[config.mk]
export PLATFORM = sky130hd
export DESIGN_NAME = ram_line_stream_reader
export DESIGN_NICKNAME = d
export VERILOG_FILES = /design/src/rtl/ram_reader_pkg.sv /design/src/rtl/ram_reader_out_buf.sv /design/src/rtl/ram_line_stream_reader.sv
export SDC_FILE = /design/constraint.sdc
export NUM_CORES = 1
export LEC_CHECK = 0
export CAP_MARGIN = 10
export CORE_MARGIN = 2
export CORE_UTILIZATION = 28
export DETAILED_ROUTE_END_ITERATION = 10
export PLACE_DENSITY = 0.56
export SLEW_MARGIN = 20
export SYNTH_ARGS = -nofsm -noshare
export SYNTH_HDL_FRONTEND = slang
export SYNTH_SLANG_ARGS = --single-unit
[constraint.sdc]
create_clock -name clk_i -period 6.4 [get_ports clk_i]
set_input_delay 0.96 -clock clk_i [delete_from_list [all_inputs] [get_ports clk_i]]
set_output_delay 0.96 -clock clk_i [all_outputs]
set_load 0.02 [all_outputs]
[src/rtl/ram_reader_pkg.sv]
// Shared types for the line RAM stream reader: FSM states, buffered output line and a sizing helper.
package ram_reader_pkg;

  typedef enum logic [1:0] {IDLE, ISSUE, DRAIN} reader_state_e;

  localparam int line_width_gp = 512;
  localparam int pad_width_gp  = 6;

  // Default-geometry line; the top rebuilds this shape for its own width_p.
  typedef struct packed {
    logic [line_width_gp-1:0] data;
    logic                     last;
    logic [pad_width_gp-1:0]  padbytes;
  } out_line_s;

  function automatic int safe_clog2(input int n);
    return (n <= 1) ? 1 : $clog2(n);
  endfunction

endpackage

[src/rtl/ram_reader_out_buf.sv]
// Two-entry valid/ready FIFO holding lines returned from the RAM, with occupancy for credit accounting.
module ram_reader_out_buf
  import ram_reader_pkg::*;
#(
  parameter type elem_t = out_line_s
) (
  input  logic       clk_i,
  input  logic       reset_n_i,
  input  logic       push_i,
  input  elem_t      push_data_i,
  input  logic       pop_rdy_i,
  output logic       val_o,
  output elem_t      data_o,
  output logic [1:0] occ_o
);

  elem_t      mem [2];
  logic       wr_ptr, rd_ptr;
  logic [1:0] occ;
  logic       pop;

  assign val_o  = (occ != 2'd0);
  assign pop    = val_o & pop_rdy_i;
  assign data_o = mem[rd_ptr];
  assign occ_o  = occ;

  always_ff @(posedge clk_i or negedge reset_n_i) begin
    if (!reset_n_i) begin
      for (int i = 0; i < 2; i++) mem[i] <= '0;
      wr_ptr <= 1'b0;
      rd_ptr <= 1'b0;
      occ    <= 2'd0;
    end else begin
      if (push_i) begin
        mem[wr_ptr] <= push_data_i;
        wr_ptr      <= ~wr_ptr;
      end
      if (pop) rd_ptr <= ~rd_ptr;
      occ <= occ + 2'(push_i) - 2'(pop);
    end
  end

endmodule

[src/rtl/ram_line_stream_reader.sv]
// Streams a byte-length request out of the line RAM: issues sequential reads, absorbs the
// one-cycle read latency and presents lines on a valid/ready port with last/pad marking.
module ram_line_stream_reader
  import ram_reader_pkg::*;
#(
  parameter  int width_p       = 512,
  parameter  int els_p         = 256,
  parameter  int len_width_p   = 16,
  localparam int addr_width_lp = safe_clog2(els_p),
  localparam int bytes_lp      = width_p / 8,
  localparam int pad_width_lp  = safe_clog2(bytes_lp)
) (
  input  logic                     clk_i,
  input  logic                     reset_n_i,
  input  logic                     req_val_i,
  input  logic [addr_width_lp-1:0] req_line_i,
  input  logic [len_width_p-1:0]   req_len_i,
  output logic                     req_rdy_o,
  output logic                     rd_v_o,
  output logic [addr_width_lp-1:0] rd_addr_o,
  input  logic                     rd_gnt_i,
  input  logic [width_p-1:0]       rd_data_i,
  output logic                     data_val_o,
  output logic [width_p-1:0]       data_o,
  output logic                     data_last_o,
  output logic [pad_width_lp-1:0]  data_padbytes_o,
  input  logic                     data_rdy_i
);

  localparam int lw1_lp = len_width_p + 1;

  typedef struct packed {
    logic [width_p-1:0]      data;
    logic                    last;
    logic [pad_width_lp-1:0] padbytes;
  } line_t;

  reader_state_e            state;
  logic [addr_width_lp-1:0] addr;
  logic [len_width_p-1:0]   lines_left;
  logic [pad_width_lp-1:0]  pad;
  logic                     inflight, inflight_last;

  logic [lw1_lp-1:0]        len_ext, lines_calc, rem_calc;
  logic [pad_width_lp-1:0]  pad_calc;
  logic [1:0]               occ;
  logic [2:0]               committed;
  logic                     pop, credit_ok, granted, last_grant;
  line_t                    push_line, out_line;

  // Line count rounds up; pad is whatever the final line carries beyond req_len_i.
  always_comb begin
    len_ext    = {1'b0, req_len_i};
    lines_calc = (len_ext + lw1_lp'(bytes_lp - 1)) / lw1_lp'(bytes_lp);
    rem_calc   = len_ext % lw1_lp'(bytes_lp);
    pad_calc   = (rem_calc == '0) ? '0 : pad_width_lp'(lw1_lp'(bytes_lp) - rem_calc);
  end

  // Buffer slots already claimed by stored lines plus the read whose data lands next cycle.
  assign pop        = data_val_o & data_rdy_i;
  assign committed  = 3'(occ) + 3'(inflight);
  assign credit_ok  = (committed < 3'd2) || ((committed == 3'd2) && pop);
  assign rd_v_o     = (state == ISSUE) && credit_ok;
  assign rd_addr_o  = addr;
  assign req_rdy_o  = (state == IDLE);
  assign granted    = rd_v_o & rd_gnt_i;
  assign last_grant = granted && (lines_left == len_width_p'(1));

  always_ff @(posedge clk_i or negedge reset_n_i) begin
    if (!reset_n_i) begin
      state         <= IDLE;
      addr          <= '0;
      lines_left    <= '0;
      pad           <= '0;
      inflight      <= 1'b0;
      inflight_last <= 1'b0;
    end else begin
      inflight      <= granted;
      inflight_last <= last_grant;
      case (state)
        IDLE: if (req_val_i && (req_len_i != '0)) begin
          addr       <= req_line_i;
          lines_left <= lines_calc[len_width_p-1:0];
          pad        <= pad_calc;
          state      <= ISSUE;
        end
        ISSUE: if (granted) begin
          addr       <= (addr == addr_width_lp'(els_p - 1)) ? '0 : addr + 1'b1;
          lines_left <= lines_left - 1'b1;
          if (last_grant) state <= DRAIN;
        end
        DRAIN: if (pop && data_last_o) state <= IDLE;
        default: state <= IDLE;
      endcase
    end
  end

  always_comb begin
    push_line          = '0;
    push_line.data     = rd_data_i;
    push_line.last     = inflight_last;
    push_line.padbytes = inflight_last ? pad : '0;
  end

  ram_reader_out_buf #(.elem_t(line_t)) u_out_buf (
    .clk_i      (clk_i),
    .reset_n_i  (reset_n_i),
    .push_i     (inflight),
    .push_data_i(push_line),
    .pop_rdy_i  (data_rdy_i),
    .val_o      (data_val_o),
    .data_o     (out_line),
    .occ_o      (occ)
  );

  assign data_o          = out_line.data;
  assign data_last_o     = out_line.last;
  assign data_padbytes_o = out_line.padbytes;

endmodule
==> impl_results.md <==
- Status: finished clean
- Post-route cell area: 64500 um2
- Fin nets: 5713
- CTS Buffer Depth: 3
- Post-route setup TNS: 0 ns
- Average cell area after synthesis: 11.3 um2
- # Post-CTS Setup Buffers: 0
- CTS tree: built
- Initial Utilization: 28.1%
- CP arrival: 3.47 ns
- Yosys top cell by area: dfrtp_1
- DRC Markers: 0
- Ys Warns: 0
- I/O Buffers: 1070
- Main flop type after synthesis: dfrtp_1
- CTS Buf Count: 130
- Max Cap Viol: 0
- Die ar.: 171000 um2
- Tcrit/Tclk final: 69.3%
- HP Class: input port to async pin
- Clock-pin slew on the worst setup and hold paths: 0.06 ns
- Final hold vios: 0
- Per-cell routed wire length: 21.3 um
- Final wirelength: 160000 um
- Most common cell after layout, fill and taps aside: nand2_1
- Layout area overhead: 37.6%
- Most frequent cells in the layout: 1587 x nand2_1, 1075 x dfrtp_1, 1069 x clkdlybuf4s50_1, 1032 x mux2_2, 131 x clkbuf_16
- Inst Count DP: 7234
- Worst-Skew Late Latency: 0.77 ns
- Design Power: 39000 uW
- Clock Root Buffer: clkbuf_16
- Initial antenna violation count: 79
- First-pass GRT wire length: 234000 um
- H-tree depth: 4
- Net count after synthesis: 4705
- Routed vias/inst: 4.57
- Worst slack at placement: 2.81 ns
- Post-synth EDFFs: 0
- Kind of critical path: register to output pin
- Tmin final: 4.43 ns
- Post-cts sizing count: 0
- Register area: 26900 um2
- Startpoint Class: register
- Pin count of the biggest net entering global routing: 163
- Unrepaired setup endpoints after global routing: no
- Synthesized flop and latch total: 1076
- Critical path fanouts, max: 150
- CTS Hold Bufs: 0
- Syn Inst Count: 4154
- Mapped cell area: 46900 um2
- Sequential share of the synthesized area: 57.4%
- Synth top area share: 57.4%
- Die W: 413 um
- Max Freq: 226 MHz
- Fill cells: 16.2k
- Initial DRT Pass Iterations: 4
- Initial drt markers: 1977
- CP required: 5.44 ns
- # rows: 150
- Ys async rst share: 100%
- Final worst setup slack: 1.97 ns
- HPWL after DPL: 113000 um
- Core area: 167000 um2
- Via count of the first global-routing pass: 35.5k
- Share of cells above drive strength 1: 24.8%
- Final clock skew: 0.0372 ns
- Leak: 0.0288 uW
- Pin slew with the least headroom to its limit: 1.18 ns
- Peak supply drop: 0.349 mV
- Die height: 413 um
- Vias: 34.3k
- GP Congestion: 0.875
- CP endpoint kind: output pin
- Clk sinks: 1076
- Max-slew headroom: 21.1%
- Gr ovfl total: 0
- I/O Pins: 1071
- Main area contributors after synthesis: dfrtp_1 57%, mux2_2 25%, nand2_1 13%
- Slew Limit Fails: 0
- Gr usage total: 18.2%
- Non-filler cells, final: 7517
- Power Density: 605 nW/um2
- Area of the multi-input gates: 19000 um2
- Cell variety after synth: 52
- Placed inst area: 60000 um2
- DRT antenna net count: 0
- Setup violations, final: 0
## stage by stage
stage	util [%]	hold slack [ns]
floorplan	-	0.439
global placement	36.0	0.453
detailed placement	36.0	0.458
CTS	38.6	0.260
global route	38.6	0.270
finish	38.7	0.263
## routing by layer
| metal | GRT usage [%] | wire length, um | vias up |
|---|---|---|---|
| li1 | - | - | 15800 |
| met1 | 22.1 | 65000 | 17200 |
| met2 | 29.5 | 77800 | 966 |
| met3 | 5.31 | 10500 | 320 |
| met4 | 9.13 | 6850 | 24 |
| met5 | 0 | 155 | - |
## layout make-up
type                       count  share of cell area (%)
multi-input combinational   2822                    29.4
inverter                      13                  0.0756
clock inverter                45                   0.883
clock buffer                 190                    5.92
sequential                  1076                    41.7
tap                         2204                    4.28
timing repair buffer        1119                    17.5
antenna                       48                   0.186
## cells by family (layout without fill, tap and decap cells)
family / count (synthesis) / after routing / share of synthesized area [%]
xor gates and xnor gates: 20 / 20 / 0.374
DFF: 1076 / 1076 / 57.4
muxes: 1034 / 1034 / 24.8
AOI/OAI and AO/OA: 82 / 82 / 1.10
other: 0 / 48 / 0
adders and majority gates: 10 / 10 / 0.267
buffers and inverters: 256 / 1367 / 2.14
and+or+nand+nor: 1676 / 1676 / 13.9
## critical path, cell delays in order (launching register included)
cell and delay (ns):
dfrtp_4 0.69, buf_12 0.61, mux2_2 0.42, clkdlybuf4s50_1 0.62
## Yosys cell counts (all sizes together), types with 4 or more instances
cell type  count
nor2b          5
o21ai         41
buf           36
nand3         10
a221o          4
dfrtp       1076
xor2           7
or3            6
xnor2         13
inv           13
clkbuf       207
nor3          10
mux2        1032
and3           4
a21oi         14
nand4          6
nand2       1588
ha            10
or4            4
nor4           7
nor2          19
## sequential cells by signal (all words and copies together), names as in the netlist
name              flops
u_out_buf.mem      1038
lines_left           16
rd_addr_o             8
pad                   6
state                 2
u_out_buf.occ_o       2
inflight              1
inflight_last         1
u_out_buf.rd_ptr      1
u_out_buf.wr_ptr      1
## power by group
group	total [uW]	switching, uW	internal, uW	leakage [uW]
sequential	12200	1990	10200	0.0129
combinational	19400	9790	9570	0.0137
clock	7480	3090	4390	0.00213
total	39000	14900	24200	0.0288
## path summary, 6_finish.rpt
kind	start	endpoint	slack, ns	cells after the start
worst min register to register	u_out_buf.mem[917]	u_out_buf.mem[917]	0.47	2
min in group clk_i	u_out_buf.mem[917]	u_out_buf.mem[917]	0.47	2
worst max register to register	inflight	rd_addr_o[3]	3.54	8
worst min-delay path	reset_n_i	u_out_buf.mem[66]	0.26	1
max in group asynchronous	reset_n_i	u_out_buf.mem[499]	4.57	2
worst max-delay path	u_out_buf.rd_ptr	data_o[385]	1.97	3
Note: power is estimated with default switching activity, not from simulation.
